## src/rtl/sirv_rstgen_pkg.sv

```systemverilog
// Shared definitions for the always-on reset generator: FSM state
// encoding, reset-cause codes and the cause priority helper.
package sirv_rstgen_pkg;

    typedef enum logic [1:0] {
        ST_HOLD = 2'd0,
        ST_WAIT = 2'd1,
        ST_RUN  = 2'd2
    } rstgen_state_e;

    localparam logic [1:0] CAUSE_POR  = 2'd0;
    localparam logic [1:0] CAUSE_ERST = 2'd1;
    localparam logic [1:0] CAUSE_WDOG = 2'd2;
    localparam logic [1:0] CAUSE_SW   = 2'd3;

    // Only meaningful when some request is active. Watchdog beats
    // external, and software is what remains when neither is set.
    function automatic logic [1:0] pick_cause(input logic wdog, input logic erst);
        logic [1:0] c;
        if (wdog) begin
            c = CAUSE_WDOG;
        end else if (erst) begin
            c = CAUSE_ERST;
        end else begin
            c = CAUSE_SW;
        end
        return c;
    endfunction

endpackage

```

## src/rtl/sirv_gnrl_sync.sv

```systemverilog
// Two-flop synchronizer with a configurable reset value.
// Compiled only when SIRV_RSTGEN_ERST_SYNC_EN is defined, since the
// reset generator is its only user and needs it only in that build.
`ifdef SIRV_RSTGEN_ERST_SYNC_EN
module sirv_gnrl_sync #(
    parameter logic RST_VAL = 1'b0
) (
    input  logic clk,
    input  logic rst_n,
    input  logic d,
    output logic q
);

    logic stage1;

    // Two back-to-back flops give the first stage a full cycle to settle.
    always_ff @(posedge clk or negedge rst_n) begin
        if (!rst_n) begin
            stage1 <= RST_VAL;
            q      <= RST_VAL;
        end else begin
            stage1 <= d;
            q      <= stage1;
        end
    end

endmodule
`endif

```

## src/rtl/sirv_rstgen.sv

```systemverilog
// Always-on reset generator. Merges the watchdog request, the external
// reset pin and the software pulse into a stretched core reset, clears
// the watchdog's sticky request and records the last reset cause.
// Define SIRV_RSTGEN_ERST_SYNC_EN to pass erst_n through a 2-flop
// synchronizer; otherwise erst_n must already be synchronous to clk.
module sirv_rstgen
    import sirv_rstgen_pkg::*;
#(
    parameter int HOLD_CYCLES = 16
) (
    input  logic       clk,
    input  logic       rst_n,
    input  logic       wdog_rst,
    input  logic       erst_n,
    input  logic       sw_rst_req,
    output logic       core_rst_n,
    output logic       wdog_clr,
    output logic [1:0] cause,
    output logic       busy
);

    // HOLD leaves on the cycle cnt reaches this value, so cnt never wraps.
    localparam logic [7:0] CNT_LAST = 8'(HOLD_CYCLES - 1);

    rstgen_state_e state;
    logic [7:0]    cnt;
    logic          erst_q;
    logic          req;

`ifdef SIRV_RSTGEN_ERST_SYNC_EN
    logic erst_n_sync;

    sirv_gnrl_sync #(
        .RST_VAL (1'b1)
    ) u_erst_sync (
        .clk   (clk),
        .rst_n (rst_n),
        .d     (erst_n),
        .q     (erst_n_sync)
    );

    assign erst_q = ~erst_n_sync;
`else
    assign erst_q = ~erst_n;
`endif

    assign req  = wdog_rst | erst_q | sw_rst_req;
    assign busy = ~core_rst_n;

    // Reset FSM: any request (re)starts HOLD, then one WAIT cycle lets the
    // watchdog leave reset before the core does.
    always_ff @(posedge clk or negedge rst_n) begin
        if (!rst_n) begin
            state      <= ST_HOLD;
            cnt        <= 8'd0;
            cause      <= CAUSE_POR;
            core_rst_n <= 1'b0;
            wdog_clr   <= 1'b1;
        end else if (req) begin
            state      <= ST_HOLD;
            cnt        <= 8'd0;
            cause      <= pick_cause(wdog_rst, erst_q);
            core_rst_n <= 1'b0;
            wdog_clr   <= 1'b1;
        end else begin
            case (state)
                ST_HOLD: begin
                    if (cnt == CNT_LAST) begin
                        state    <= ST_WAIT;
                        wdog_clr <= 1'b0;
                    end else begin
                        cnt <= cnt + 8'd1;
                    end
                end
                ST_WAIT: begin
                    state      <= ST_RUN;
                    core_rst_n <= 1'b1;
                end
                ST_RUN: begin
                    state <= ST_RUN;
                end
                default: begin
                    state      <= ST_HOLD;
                    cnt        <= 8'd0;
                    core_rst_n <= 1'b0;
                    wdog_clr   <= 1'b1;
                end
            endcase
        end
    end

endmodule

```

## config.mk

```make
export PLATFORM = sky130hd
export DESIGN_NAME = sirv_rstgen
export DESIGN_NICKNAME = d
export VERILOG_FILES = /design/src/rtl/sirv_rstgen_pkg.sv /design/src/rtl/sirv_gnrl_sync.sv /design/src/rtl/sirv_rstgen.sv
export SDC_FILE = /design/constraint.sdc
export NUM_CORES = 1
export LEC_CHECK = 0
export BUFFER_PORTS_ARGS = -buffer_cell sky130_fd_sc_hd__buf_2
export CORE_MARGIN = 2
export CORE_UTILIZATION = 58
export DETAILED_ROUTE_END_ITERATION = 10
export PLACE_DENSITY = 0.85
export SLEW_MARGIN = 10
export SYNTH_ARGS = -nofsm -noshare
export SYNTH_HDL_FRONTEND = slang
export SYNTH_HIERARCHICAL = 1
export SYNTH_SLANG_ARGS = --single-unit
```

## constraint.sdc

```tcl
create_clock -name clk -period 5.2 [get_ports clk]
set_input_delay 0.78 -clock clk [delete_from_list [all_inputs] [get_ports clk]]
set_output_delay 0.78 -clock clk [all_outputs]
set_load 0.02 [all_outputs]
```

==> impl_metrics.py <==
metrics = {
    "global_route": {
        "globalRouteOverflowTotal": 0,
        "grt_pass1_wl_um": 2660,
        "grt_antenna_before_repair": 0,
        "grt_max_degree": 15,
        "grt_usage_pct": 26.5,
        "grt_pass1_vias": 580,
    },
    "sta": {
        "hold_viol_final": 0,
        "slew_viol_final": 0,
        "skew_ps": 8.78,
        "period_needed_ps": 1980,
        "setup_viol": 0,
        "fmax_mhz": 506,
        "worst_pin_slew_ps": 800,
        "hold_ws_ps": 369,
        "fin_setup_tns_ps": 0,
        "rsz0062_at_grt": "false",
        "max_slew_margin_pct": 46.2,
        "finalCritPeriodShare_pct": 38.0,
    },
    "pwr": {
        "power.share.combinational_pct": 5.8,
        "p_int_mw": 0.144,
        "irDropWorstVdd_uv": 151,
        "p_sw_share_pct": 23.8,
        "seq_power_share_pct": 59.0,
        "powerDensity_nw_per_um2": 223,
        "finalPower_mw": 0.189,
        "clkPwrFrac_pct": 35.2,
        "switchingPower_mw": 0.0448,
        "p_leak_nw": 0.340,
    },
    "routing": {
        "wl_per_cell_um": 15.2,
        "firstDrtPassIters": 4,
        "drt_iter0_drc": 24,
        "vias_per_cell": 6.27,
        "totalWireLength_um": 1610,
        "drc_errors": 0,
        "vias": 665,
        "ant_nets": 0,
    },
    "hold_path": {
        "hold_class": "in -> async",
    },
    "cells_and_area": {
        "antenna_cells": 0,
        "n_fill_cell": 101,
        "final_area_sq_um": 847,
        "syn_to_final_growth_pct": 11.9,
        "fin_nets": 101,
        "drive_above_1_share_pct": 15.4,
    },
    "critical_path": {
        "cp_slowest_stage_delay_ps": 560,
        "cp-start-kind": "flop",
        "critPathKind": "reg -> reg",
        "end_kind": "flop",
        "worstPathRequired_ps": 5410,
        "crit_chain": "inv_1, ha_1, nand4b_1, or4_1, a21oi_1",
        "rrSetupSlack_ps": 3220,
        "cp.arrival_ps": 2180,
        "slowest_stage": "or4_1",
        "cp_max_fo": 7,
    },
    "yosys": {
        "ys.flop_type": "dfrtp_1",
        "syn_area_sq_um": 757,
        "synth-async-reset-ratio_pct": 100,
        "yosys.cell_types.count": 29,
        "ys_top_cells_by_area": "dfrtp_1, ha_1, or4_1, nand2_1, a21oi_1",
        "yosysTopAreaCellShare_pct": 43.0,
        "synth_area_per_cell_sq_um": 9.70,
        "synth_top_cell_by_area": "dfrtp_1",
        "synth_edf_count": 0,
        "syn_inst": 78,
        "yosys_warnings": 6,
        "synth-seq-cells": 14,
        "synth-seq-area-share_pct": 46.4,
        "syn_nets": 87,
    },
    "die": {
        "rows": 13,
        "core_area_sq_um": 1250,
        "start_util_pct": 60.4,
        "die_y_um": 40.1,
        "die_x_um": 40.1,
        "boundaryPins": 10,
        "dieArea_sq_um": 1610,
    },
    "placed_design": {
        "dpl-instance-area_sq_um": 821,
        "dp_hpwl_um": 1190,
        "place.gp.congestion": 0.811,
        "port_buffers": 9,
    },
    "clock_tree": {
        "cts.sinks": 14,
        "postCtsResizedCells": 0,
        "path_clk_slew_ps": 90,
        "cts_setup_buffers": 0,
        "htreeDepth": 1,
        "root_buffer": "clkbuf_4",
        "ctsHoldBuffers": 0,
        "numCtsBuffers": 3,
        "clk_latency_ps": 290,
        "clockBufferDepth": 2,
        "cts_tree": "built",
    },
    "flow_run": {
        "cap_violations": 0,
    },
    "status": {
        "status": "complete, no violations",
    },
}
[metal layers]
layer	part of all wire, %	track usage, %
met1	43	32.9
met2	49	41.1
met4	2.4	17.2
met5	0	0
met3	5.6	5.56
[area by class of cell]
type	instances	area, sq um	share of cell area [%]
Clock buffer	4	26.3	3.10
Inverter	3	11.3	1.33
Multi-Input combinational cell	61	394	46.5
Sequential cell	14	352	41.5
Tap cell	15	18.8	2.22
Timing Repair Buffer	9	45.0	5.32
[worst max-delay path: cells and delay by family, from the launching register on]
family | cells | cell delay [ps]
adder cells (fa/ha/maj) | 1 | 390
flip-flops | 1 | 380
AO/OA/AOI/OAI | 1 | 150
AND/OR/NAND/NOR | 2 | 890
buffers and inverters | 1 | 80
[cells in the final DEF (no fill, tap or decap), types with 2 or more instances in the layout]
master	count
dfrtp_1	13
nand2_1	9
a21oi_1	6
o31ai_1	2
and3_1	2
nor3b_1	2
nor2_1	3
nand3_1	2
buf_2	9
o21ai_1	2
nor2b_1	2
a211oi_1	2
inv_1	3
ha_1	4
o22ai_1	2
o21ai_0	6
clkbuf_4	3
or4_1	5
[power groups by stage]
stage | sequential [mW] | clock (mW) | combinational [mW]
after detailed placement | 0.113 | 0 | 0.0110
after CTS | 0.111 | 0.0652 | 0.0111
final | 0.111 | 0.0664 | 0.0110
after floorplan | 0.114 | 0 | 0.00341
after global placement | 0.113 | 0 | 0.0108
after global routing | 0.111 | 0.0695 | 0.0124
[kinds of logic (layout without fill, tap and decap cells)]
logic type      Yosys count  count (layout)  synth area share (%)
simple gates             33              33                  26.3
compound gates           23              23                  17.9
flops                    14              14                  46.4
fa+ha+maj                 4               4                  6.61
buf+inv                   3              16                  1.49
mux                       1               1                  1.32
[stage by stage]
| step | setup WS, ps | utilization [%] | std cells |
|---|---|---|---|
| after global routing | 3090 | 67.6 | 106 |
| final | 3220 | 67.6 | 106 |
| after floorplan | 3320 | - | 78 |
| after CTS | 3250 | 67.6 | 106 |
| after global placement | 3120 | 65.5 | 102 |
| after detailed placement | 3020 | 65.5 | 102 |
[synthesized netlist by cell type, types with 3 or more instances]
master   count
o21ai_0      6
inv_1        3
nor2_1       3
nand2_1      9
a21oi_1      6
ha_1         4
dfrtp_1     13
or4_1        5
[flip-flops by register name, summed over array words and instances (netlist names)]
| signal | flops |
|---|---|
| cause | 2 |
| cnt | 8 |
| core_rst_n | 1 |
| state | 2 |
| wdog_clr | 1 |
[worst paths after layout]
| path | to | start | depth (start not counted) |
|---|---|---|---|
| worst max-delay path | cnt[7] | state[0] | 5 |
| worst min-delay path | cnt[5] | rst_n | 1 |
| worst max register to register | cnt[7] | state[0] | 5 |
| worst min register to register | cause[0] | cause[0] | 2 |
| max in group asynchronous | wdog_clr | rst_n | 1 |
| min in group clk | cause[0] | cause[0] | 2 |
No activity file was read; power rests on OpenSTA's default activity.
